### src/rtl/sort_pkg.sv
// Shared types and default geometry for the stream sorter.
package sort_pkg;

    localparam int unsigned DEF_N     = 32;
    localparam int unsigned DEF_W     = 29;
    localparam int unsigned DEF_KEY_W = 24;

    typedef enum logic [1:0] {
        ST_IDLE  = 2'd0,
        ST_LOAD  = 2'd1,
        ST_SORT  = 2'd2,
        ST_DRAIN = 2'd3
    } state_e;

endpackage

### src/rtl/sort_cmp_swap.sv
// One compare-exchange decision: flags when the pair (a,b) is strictly out of order.
module sort_cmp_swap #(
    parameter int unsigned KEY_W = 24
) (
    input  logic [KEY_W-1:0] a_key,
    input  logic [KEY_W-1:0] b_key,
    input  logic             a_vld,
    input  logic             b_vld,
    input  logic             desc,
    output logic             swap_c
);

    // Empty slots sink behind populated ones; equal keys never swap so order is stable.
    always_comb begin
        swap_c = 1'b0;
        if (a_vld && b_vld) begin
            swap_c = desc ? (a_key < b_key) : (a_key > b_key);
        end else if (!a_vld && b_vld) begin
            swap_c = 1'b1;
        end
    end

endmodule

### src/rtl/stream_sorter.sv
// Frame sorter: loads up to N entries, runs N odd-even transposition phases, drains in order.
module stream_sorter
    import sort_pkg::*;
#(
    parameter int unsigned N     = DEF_N,
    parameter int unsigned W     = DEF_W,
    parameter int unsigned KEY_W = DEF_KEY_W
) (
    input  logic         clk,
    input  logic         rst_n,
    input  logic         in_valid,
    output logic         in_ready,
    input  logic [W-1:0] in_data,
    input  logic         in_last,
    input  logic         desc,
    output logic         out_valid,
    input  logic         out_ready,
    output logic [W-1:0] out_data,
    output logic         out_last,
    output logic         busy
);

    localparam int unsigned PTR_W = $clog2(N);
    localparam int unsigned CNT_W = PTR_W + 1;
    localparam int unsigned HALF  = N / 2;

    state_e           state, state_nx;
    logic [CNT_W-1:0] cnt, cnt_nx;
    logic [CNT_W-1:0] rd_ptr, rd_nx;
    logic [PTR_W-1:0] phase, phase_nx;
    logic             desc_q, desc_nx;
    logic             in_ready_nx, busy_nx, out_valid_nx, out_last_nx;
    logic [W-1:0]     out_data_nx;
    logic             wr_en, sort_en, clr_vld, load_out;
    logic             in_fire, out_fire;
    logic [PTR_W-1:0] wr_idx;

    logic [W-1:0]     slot_data [N];
    logic             slot_vld  [N];
    logic [HALF-1:0]  swp_e, swp_o;

    assign in_fire  = in_valid & in_ready;
    assign out_fire = out_valid & out_ready;
    assign wr_idx   = cnt[PTR_W-1:0];

    // Control and output registers
    always_ff @(posedge clk or negedge rst_n) begin
        if (!rst_n) begin
            state     <= ST_IDLE;
            cnt       <= '0;
            rd_ptr    <= '0;
            phase     <= '0;
            desc_q    <= 1'b0;
            in_ready  <= 1'b0;
            busy      <= 1'b0;
            out_valid <= 1'b0;
            out_last  <= 1'b0;
            out_data  <= '0;
        end else begin
            state     <= state_nx;
            cnt       <= cnt_nx;
            rd_ptr    <= rd_nx;
            phase     <= phase_nx;
            desc_q    <= desc_nx;
            in_ready  <= in_ready_nx;
            busy      <= busy_nx;
            out_valid <= out_valid_nx;
            out_last  <= out_last_nx;
            out_data  <= out_data_nx;
        end
    end

    // Next-state and registered-output logic
    always_comb begin
        state_nx     = state;
        cnt_nx       = cnt;
        rd_nx        = rd_ptr;
        phase_nx     = phase;
        desc_nx      = desc_q;
        out_valid_nx = out_valid;
        out_last_nx  = out_last;
        out_data_nx  = out_data;
        wr_en        = 1'b0;
        sort_en      = 1'b0;
        clr_vld      = 1'b0;
        load_out     = 1'b0;

        unique case (state)
            ST_IDLE: begin
                if (in_fire) begin
                    wr_en    = 1'b1;
                    desc_nx  = desc;
                    cnt_nx   = CNT_W'(1);
                    phase_nx = '0;
                    state_nx = in_last ? ST_SORT : ST_LOAD;
                end
            end
            ST_LOAD: begin
                if (in_fire) begin
                    wr_en  = 1'b1;
                    cnt_nx = cnt + CNT_W'(1);
                    // Nth entry closes the frame regardless of in_last
                    if (in_last || (cnt == CNT_W'(N - 1))) begin
                        phase_nx = '0;
                        state_nx = ST_SORT;
                    end
                end
            end
            ST_SORT: begin
                sort_en  = 1'b1;
                phase_nx = phase + PTR_W'(1);
                if (phase == PTR_W'(N - 1)) begin
                    rd_nx    = '0;
                    state_nx = ST_DRAIN;
                end
            end
            ST_DRAIN: begin
                if (!out_valid) begin
                    load_out = 1'b1;
                end else if (out_fire) begin
                    if (out_last) begin
                        out_valid_nx = 1'b0;
                        out_last_nx  = 1'b0;
                        out_data_nx  = '0;
                        cnt_nx       = '0;
                        rd_nx        = '0;
                        clr_vld      = 1'b1;
                        state_nx     = ST_IDLE;
                    end else begin
                        load_out = 1'b1;
                    end
                end
            end
            default: state_nx = ST_IDLE;
        endcase

        if (load_out) begin
            out_valid_nx = 1'b1;
            out_data_nx  = slot_data[rd_ptr[PTR_W-1:0]];
            out_last_nx  = (rd_ptr == (cnt - CNT_W'(1)));
            rd_nx        = rd_ptr + CNT_W'(1);
        end

        in_ready_nx = (state_nx == ST_IDLE) || (state_nx == ST_LOAD);
        busy_nx     = (state_nx == ST_SORT) || (state_nx == ST_DRAIN);
    end

    // Compare-exchange cells; the last odd cell faces a permanently empty pad slot
    for (genvar k = 0; k < HALF; k++) begin : g_cell
        sort_cmp_swap #(.KEY_W(KEY_W)) u_even (
            .a_key  (slot_data[2*k][KEY_W-1:0]),
            .b_key  (slot_data[2*k+1][KEY_W-1:0]),
            .a_vld  (slot_vld[2*k]),
            .b_vld  (slot_vld[2*k+1]),
            .desc   (desc_q),
            .swap_c (swp_e[k])
        );
        if (k < HALF - 1) begin : g_odd
            sort_cmp_swap #(.KEY_W(KEY_W)) u_odd (
                .a_key  (slot_data[2*k+1][KEY_W-1:0]),
                .b_key  (slot_data[2*k+2][KEY_W-1:0]),
                .a_vld  (slot_vld[2*k+1]),
                .b_vld  (slot_vld[2*k+2]),
                .desc   (desc_q),
                .swap_c (swp_o[k])
            );
        end else begin : g_pad
            sort_cmp_swap #(.KEY_W(KEY_W)) u_odd (
                .a_key  (slot_data[2*k+1][KEY_W-1:0]),
                .b_key  ('0),
                .a_vld  (slot_vld[2*k+1]),
                .b_vld  (1'b0),
                .desc   (desc_q),
                .swap_c (swp_o[k])
            );
        end
    end

    // Per-slot storage: each slot picks its partner for the current phase parity
    for (genvar i = 0; i < N; i++) begin : g_slot
        logic         e_swp, o_swp;
        logic [W-1:0] e_d, o_d;
        logic         e_v, o_v;

        if (i % 2 == 0) begin : g_ev
            assign e_swp = swp_e[i/2];
            assign e_d   = slot_data[i+1];
            assign e_v   = slot_vld[i+1];
            if (i == 0) begin : g_first
                assign o_swp = 1'b0;
                assign o_d   = slot_data[i];
                assign o_v   = slot_vld[i];
            end else begin : g_mid
                assign o_swp = swp_o[i/2-1];
                assign o_d   = slot_data[i-1];
                assign o_v   = slot_vld[i-1];
            end
        end else begin : g_od
            assign e_swp = swp_e[i/2];
            assign e_d   = slot_data[i-1];
            assign e_v   = slot_vld[i-1];
            assign o_swp = swp_o[i/2];
            if (i == N - 1) begin : g_last
                assign o_d = '0;
                assign o_v = 1'b0;
            end else begin : g_mid
                assign o_d = slot_data[i+1];
                assign o_v = slot_vld[i+1];
            end
        end

        always_ff @(posedge clk or negedge rst_n) begin
            if (!rst_n) begin
                slot_data[i] <= '0;
                slot_vld[i]  <= 1'b0;
            end else begin
                if (wr_en && (wr_idx == PTR_W'(i))) begin
                    slot_data[i] <= in_data;
                    slot_vld[i]  <= 1'b1;
                end else if (sort_en && (phase[0] ? o_swp : e_swp)) begin
                    slot_data[i] <= phase[0] ? o_d : e_d;
                    slot_vld[i]  <= phase[0] ? o_v : e_v;
                end
                if (clr_vld) begin
                    slot_vld[i] <= 1'b0;
                end
            end
        end
    end

endmodule

### config.mk
export PLATFORM = sky130hd
export DESIGN_NAME = stream_sorter
export DESIGN_NICKNAME = d
export VERILOG_FILES = /design/src/rtl/sort_pkg.sv /design/src/rtl/sort_cmp_swap.sv /design/src/rtl/stream_sorter.sv
export SDC_FILE = /design/constraint.sdc
export NUM_CORES = 2
export LEC_CHECK = 0
export ABC_AREA = 0
export ABC_CLOCK_PERIOD_IN_PS = 4200
export BUFFER_PORTS_ARGS = -buffer_cell sky130_fd_sc_hd__buf_2
export CAP_MARGIN = 20
export CORE_UTILIZATION = 50
export CTS_BUF_LIST = sky130_fd_sc_hd__clkbuf_8 sky130_fd_sc_hd__clkbuf_16
export CTS_CLUSTER_DIAMETER = 120
export DETAILED_ROUTE_END_ITERATION = 12
export PLACE_DENSITY_LB_ADDON = 0.1
export REMOVE_ABC_BUFFERS = 1
export SLEW_MARGIN = 20
export SYNTH_ARGS = -nofsm -noshare
export SYNTH_HDL_FRONTEND = slang
export SYNTH_SLANG_ARGS = --single-unit
### constraint.sdc
create_clock -name clk -period 4.2 [get_ports clk]
set_input_delay 0.21 -clock clk [delete_from_list [all_inputs] [get_ports clk]]
set_output_delay 0.21 -clock clk [all_outputs]
set_load 0.01 [all_outputs]
# After elaboration in Yosys (flattened, before gate mapping)
# Cells that the tools add are included.
word_totals:
  regBits: 1013
  elab_cells: 837
classes:
  add_sub_neg: 4
  order_cmp: 63
  n_eq_ne: 52
  mux: 398
  bitwise: 3
  n_reduce_logical: 243
ops:
  columns: ["cell", "count"]
  rows:
  - ["29-bit two-way mux", 103]
  - ["24-bit greater-than comparator", 31]
  - ["24-bit less-than comparator", 31]
  - ["1-bit two-way mux", 272]
  - ["29-bit binary-select mux with 5-bit select", 1]
  - ["1-bit logical AND", 126]
  - ["3-bit nonzero test", 35]
  - ["5-bit == test, second input constant", 17]
  - ["2-bit nonzero test", 36]
  - ["6-bit two-way mux", 7]
  - ["5-bit by 4-bit == test with 1-bit output, second input constant", 8]
  - ["1-bit logical NOT", 31]
  - ["5-bit by 3-bit == test with 1-bit output, second input constant", 4]
  - ["6-bit case mux with 3 select lines", 1]
  - ["2-bit two-way mux", 8]
  - ["5-bit two-way mux", 3]
  - ["5-bit case mux with 3 select lines", 1]
  - ["6-bit by 1-bit adder with 6-bit output, second input constant", 2]
  - ["2-bit inequality test, second input constant", 6]
  - ["3-bit inequality test, second input constant", 4]
  - ["6-bit case mux with 2 select lines", 1]
  - ["5-bit by 2-bit == test with 1-bit output, second input constant", 2]
  - ["2-bit == test, second input constant", 4]
  - ["2-bit case mux with 4 select lines", 1]
  - ["other kinds (20)", 28]

# Logic depth before layout (Yosys ltp)
depth:
  word_depth: 9
  ltp_mapped: 13
  mapped_depth_nobuf: 10

# Hierarchy
# Synthesis repeated with hierarchy kept, for this count alone.
unflattened:
  cells_unflattened: 9598
  area_unflattened_um2: 82167.6
modules_own_cells:
  columns: ["module", "n_inst", "cells_each", "area_per_inst_um2", "seq_area_each_um2"]
  rows:
  - ["stream_sorter", 1, 6782, 62428.6, 25324.3]
  - ["sort_cmp_swap", 32, 88, 616.8, 0.0]

# Worst setup path after synthesis
# Ideal clock, no wire load.
synth_timing:
  kind: "register -> register"
  startpoint: "register slot_data, in the netlist g_slot[29].o_d[22]"
  endpoint: "register slot_data, in the netlist g_slot[29].o_d[24]"
  t_arrival_ns: 2.901
  required_time_ns: 4.074
  setup_slack_ns: 1.173
  path_stages_with_launch: 11
  path_cell_list: "dfrtp_1 ha_1 nand4_1 or4_1 a311o_1 a2bb2oi_1 and3b_1 a2111oi_4 buf_4 nor3b_1 a221o_1"
synth_between:
  elab_chain_len: 6
  word_cells_on_any_way: 11
synth_lines:
  columns: ["element", "line", "source"]
  rows:
  - ["start, declared", "stream_sorter.sv:38", "logic [W-1:0] slot_data [N];"]
  - ["start signal, assigned by index", "stream_sorter.sv:218", "slot_data[i] <= in_data;"]
  - ["start signal, assigned by index", "stream_sorter.sv:221", "slot_data[i] <= phase[0] ? o_d : e_d;"]
  - ["24-bit greater-than comparator / 24-bit less-than comparator (equally long branches)", "sort_cmp_swap.sv:17", "swap_c = desc ? (a_key < b_key) : (a_key > b_key);"]
  - ["1-bit two-way mux", "sort_cmp_swap.sv:17", null]
  - ["1-bit two-way mux", "sort_cmp_swap.sv:16", "if (a_vld && b_vld) begin"]
  - ["1-bit two-way mux *", "stream_sorter.sv:220", "end else if (sort_en && (phase[0] ? o_swp : e_swp)) begin"]
  - ["1-bit logical AND *", "stream_sorter.sv:220", null]
  - ["2-bit nonzero test (no source line) *", null, null]
# Every way passes the cells marked *; elsewhere a longest branch is shown, timed or not.
# A chain may end at the register's enable or synchronous reset.

# Worst setup path after layout
layout_timing:
  startpoint: "register slot_data, in the netlist g_slot[11].e_d[18]"
  endpoint: "register slot_data, in the netlist g_slot[11].e_d[19]"
# The elaborated chain is that of the path after synthesis.

==> summary.json <==
{
  "synthesis.area_per_instance": {"value": 8.650, "unit": "sq um"},
  "synth_top_area_share": {"value": 30.15, "unit": "%"},
  "holdCritStartpoint": {"value": "in_data[13]"},
  "sequential_cell_area": {"value": 0.02535, "unit": "sq mm"},
  "switching_share": {"value": 50.49, "unit": "%"},
  "post_cts.repair.setup_buffers": {"value": 0},
  "post_drt_via_cell_ratio": {"value": 6.642},
  "number_of_enable_type_register_cells_in_the_synthesized_netlist": {"value": 0},
  "synth_async_sr_flop_share": {"value": 100.0, "unit": "%"},
  "switchingPower": {"value": 45.14, "unit": "mW"},
  "power.share.combinational": {"value": 63.9, "unit": "%"},
  "tritoncts": {"value": "done"},
  "floorplan.die.height": {"value": 411.8, "unit": "um"},
  "reg2reg_setup_slack": {"value": 0.31, "unit": "ns"},
  "core": {"value": 0.1670, "unit": "sq mm"},
  "final_nets": {"value": 10110},
  "nFillCells": {"value": 15090},
  "clock.fmax": {"value": 256.8, "unit": "MHz"},
  "cts-htree-levels": {"value": 4},
  "clock_latency_of_the_later_clocked_register_in_the_worst_skew_pair": {"value": 0.79, "unit": "ns"},
  "ys_top_cells_by_count": {"value": "sky130_fd_sc_hd__nand2_1, sky130_fd_sc_hd__dfrtp_1, sky130_fd_sc_hd__inv_1"},
  "synth_simple_gate_area_share": {"value": 14.66, "unit": "%"},
  "first_pass_grt_wire_length": {"value": 452400, "unit": "um"},
  "outcome": {"value": "completed"},
  "ant_nets": {"value": 0},
  "clk_pin_slew": {"value": 0.06, "unit": "ns"},
  "postRouteWirelength": {"value": 291000, "unit": "um"},
  "finalCoreUtilization": {"value": 54.79, "unit": "%"},
  "drt_first_pass_iters": {"value": 6},
  "multi_input_area": {"value": 0.05243, "unit": "sq mm"},
  "max-vdd-ir-drop": {"value": 911.8, "unit": "uV"},
  "ctsHoldBuffers": {"value": 22},
  "min_period": {"value": 3.895, "unit": "ns"},
  "slew-limit-headroom": {"value": 25.66, "unit": "%"},
  "worstSetupStartpoint": {"value": "g_slot[11].e_d[18]"},
  "post_route_cells_drive_above_1_share": {"value": 10.64, "unit": "%"},
  "worst_r2r_path_depth": {"value": 11},
  "synth_ff_type": {"value": "sky130_fd_sc_hd__dfrtp_1"},
  "grt_pass1_vias": {"value": 75530},
  "max-cap-violations": {"value": 0},
  "clkSinkCount": {"value": 1012},
  "share_seq_of_total_power": {"value": 22.8, "unit": "%"},
  "rsz0062_at_grt": {"value": "no"},
  "grt_antenna_before_repair": {"value": 16},
  "wire_per_inst": {"value": 25.02, "unit": "um"},
  "tightestPinTransition": {"value": 1.115, "unit": "ns"},
  "whs_path_depth": {"value": 4},
  "yosysMostFrequentCell": {"value": "sky130_fd_sc_hd__nand2_1"},
  "slew_viol_final": {"value": 0},
  "worstSetupEndpointType": {"value": "flop"},
  "hold_end": {"value": "g_slot[0].o_d[13]"},
  "synthXorXnorAreaFrac": {"value": 0.07300, "unit": "%"},
  "clock_path_buffers": {"value": 3},
  "start_util": {"value": 50.28, "unit": "%"},
  "drt_first_iter_violations": {"value": 7069},
  "netlist_area": {"value": 0.08398, "unit": "sq mm"},
  "final_hold_viol_count": {"value": 0},
  "route.vias.total": {"value": 77250},
  "ys_ff_latch": {"value": 1012},
  "maximum_fanout_along_the_worst_path": {"value": 116},
  "detail_route.drc_violations": {"value": 0},
  "leakage": {"value": 39.26, "unit": "nW"},
  "finalPower": {"value": 89.41, "unit": "mW"},
  "critPathKind": {"value": "reg -> reg"},
  "timing.setup.tns": {"value": 0, "unit": "ns"},
  "power_frac_clock": {"value": 13.3, "unit": "%"},
  "die_w": {"value": 411.8, "unit": "um"},
  "floorplan.die_area": {"value": 0.1696, "unit": "sq mm"},
  "worst_r2r_startpoint": {"value": "g_slot[11].e_d[18]"},
  "timing.final.ws_setup": {"value": 0.3054, "unit": "ns"},
  "dpl_worst_slack": {"value": 0.3834, "unit": "ns"},
  "synthesized_netlist_cell_count": {"value": 9709},
  "largest_family_of_logic_cells_by_synthesized_area": {"value": "compound AO/OA/AOI/OAI gates"},
  "synth_largest_area_cell": {"value": "sky130_fd_sc_hd__dfrtp_1"},
  "critical_path.startpoint_type": {"value": "flop"},
  "place_congestion": {"value": 0.9385},
  "worst_r2r_endpoint": {"value": "g_slot[11].e_d[19]"},
  "synth_area_leaders": {"value": "sky130_fd_sc_hd__dfrtp_1, sky130_fd_sc_hd__ha_1, sky130_fd_sc_hd__mux4_2"},
  "internal_power": {"value": 44.27, "unit": "mW"},
  "grt_max_degree": {"value": 213},
  "numCtsBuffers": {"value": 134},
  "dp_hpwl": {"value": 215600, "unit": "um"},
  "globalRouteOverflowTotal": {"value": 0},
  "cts-root-buf": {"value": "sky130_fd_sc_hd__clkbuf_16"},
  "cp_data_arrival_time": {"value": 4.57, "unit": "ns"},
  "finalCritPeriodShare": {"value": 92.73, "unit": "%"},
  "rows": {"value": 150},
  "cp.required": {"value": 4.87, "unit": "ns"},
  "groute.usage.overall": {"value": 33.87, "unit": "%"},
  "multiplexer_area_fraction_after_synthesis": {"value": 12.65, "unit": "%"},
  "synth-warning-count": {"value": 0},
  "report.final.setup_viol": {"value": 0},
  "class_of_the_tightest_hold_or_removal_check": {"value": "in -> reg"},
  "seq_area_frac_synth": {"value": 30.15, "unit": "%"},
  "pwr_density_cell": {"value": 976.9, "unit": "mW/mm^2"},
  "yosys.area_share.adder": {"value": 11.23, "unit": "%"},
  "clock-skew-final": {"value": 0.02603, "unit": "ns"},
  "cts.repair.resized": {"value": 0},
  "layout-area-overhead-vs-synth": {"value": 8.984, "unit": "%"},
  "io_pins": {"value": 68},
  "synth_compound_gate_area_share": {"value": 23.46, "unit": "%"},
  "place.port_buffers": {"value": 67},
  "synth.distinct_cells": {"value": 80}
}
-- power groups by stage --
stage / Sequential [mW] / Clock (mW) / Combinational [mW]
floorplan: 18.6 / 0 / 32.4
global placement: 20.0 / 0 / 54.8
detailed placement: 20.3 / 0 / 56.3
CTS: 20.2 / 12.0 / 56.5
global route: 21.0 / 12.4 / 62.3
finish: 20.4 / 11.9 / 57.1
-- stage by stage --
stage                     cells  area [sq um]  hold slack, ns
after CTS                 11620         91480       0.0006691
after detailed placement  11360         86790          0.2942
after global routing      11630         91510         0.04334
after floorplan            8821         80560        -0.08559
final                     11630         91530         0.02597
after global placement    11360         86770          0.3020
-- registers in the layout, indices dropped and copies added (netlist names), 5 cells and up --
signal and flops:
cnt 6, rd_ptr 6, g_slot.o_v 16, g_slot.e_v 16, out_data 29, g_slot.o_d 464, g_slot.e_d 464, phase 5
-- cell usage in the layout (no fill, tap or decap), types with 63 or more instances in the layout --
cell type                      n
sky130_fd_sc_hd__a211oi_1    127
sky130_fd_sc_hd__buf_4       205
sky130_fd_sc_hd__nand2_1    1614
sky130_fd_sc_hd__and3_1      110
sky130_fd_sc_hd__nand4_1     258
sky130_fd_sc_hd__nand3_1     238
sky130_fd_sc_hd__nor3_1      104
sky130_fd_sc_hd__a221o_1      81
sky130_fd_sc_hd__ha_1        754
sky130_fd_sc_hd__mux4_2      290
sky130_fd_sc_hd__mux2i_1     337
sky130_fd_sc_hd__o31ai_1     268
sky130_fd_sc_hd__o311ai_0    235
sky130_fd_sc_hd__buf_12       64
sky130_fd_sc_hd__inv_1       855
sky130_fd_sc_hd__nor2_1      198
sky130_fd_sc_hd__dfrtp_1    1005
sky130_fd_sc_hd__a311o_1      63
sky130_fd_sc_hd__a21oi_1     625
sky130_fd_sc_hd__o2111a_1    198
sky130_fd_sc_hd__buf_2        66
sky130_fd_sc_hd__clkbuf_16   138
sky130_fd_sc_hd__o211ai_1    221
sky130_fd_sc_hd__o21ai_0     592
-- cell type report --
type,instances,share of cell area [%]
well taps,2204,3.013
clock buffers,179,4.390
repair buffers,359,3.716
flip-flops and latches,1012,27.69
clock inverters,62,0.4962
multi-input cells,6982,57.29
inverters,827,3.392
diodes,5,0.01367
-- worst max-delay path: stages, from the launching register on --
cell,delay [ns]
sky130_fd_sc_hd__dfrtp_1,0.44
sky130_fd_sc_hd__inv_1,0.11
sky130_fd_sc_hd__ha_1,0.30
sky130_fd_sc_hd__nand4_1,0.35
sky130_fd_sc_hd__nor4_1,0.84
sky130_fd_sc_hd__o31ai_1,0.29
sky130_fd_sc_hd__nand4_1,0.25
sky130_fd_sc_hd__mux2i_1,0.22
sky130_fd_sc_hd__o211ai_1,0.16
sky130_fd_sc_hd__buf_12,0.33
sky130_fd_sc_hd__o2111a_1,0.23
sky130_fd_sc_hd__o31ai_1,0.21
-- per-layer routing --
metal	share of wire [%]	global-route usage, %
met1	41	43.07
met2	48	56.75
met3	5.5	4.243
met4	5.2	16.65
met5	0.010	0
-- worst max-delay path by stage --
stage	end	slack, ns	cells past startpoint
final	g_slot[11].e_d[19]	0.31	11
after global routing	g_slot[11].e_d[10]	0.20	11
after CTS	g_slot[11].e_d[10]	0.37	11
after detailed placement	g_slot[10].o_d[18]	0.38	11
after global placement	g_slot[10].o_d[18]	0.46	11
after floorplan	g_slot[15].o_d[0]	-47.30	3
-- cell families after synthesis --
family | count (synthesis)
xor gates and xnor gates | 7
buffers and inverters | 1715
AOI/OAI and AO/OA | 2785
and+or+nand+nor | 2745
DFF | 1012
adders and majority gates | 754
muxes | 691
Note: power is estimated with default switching activity, not from simulation.
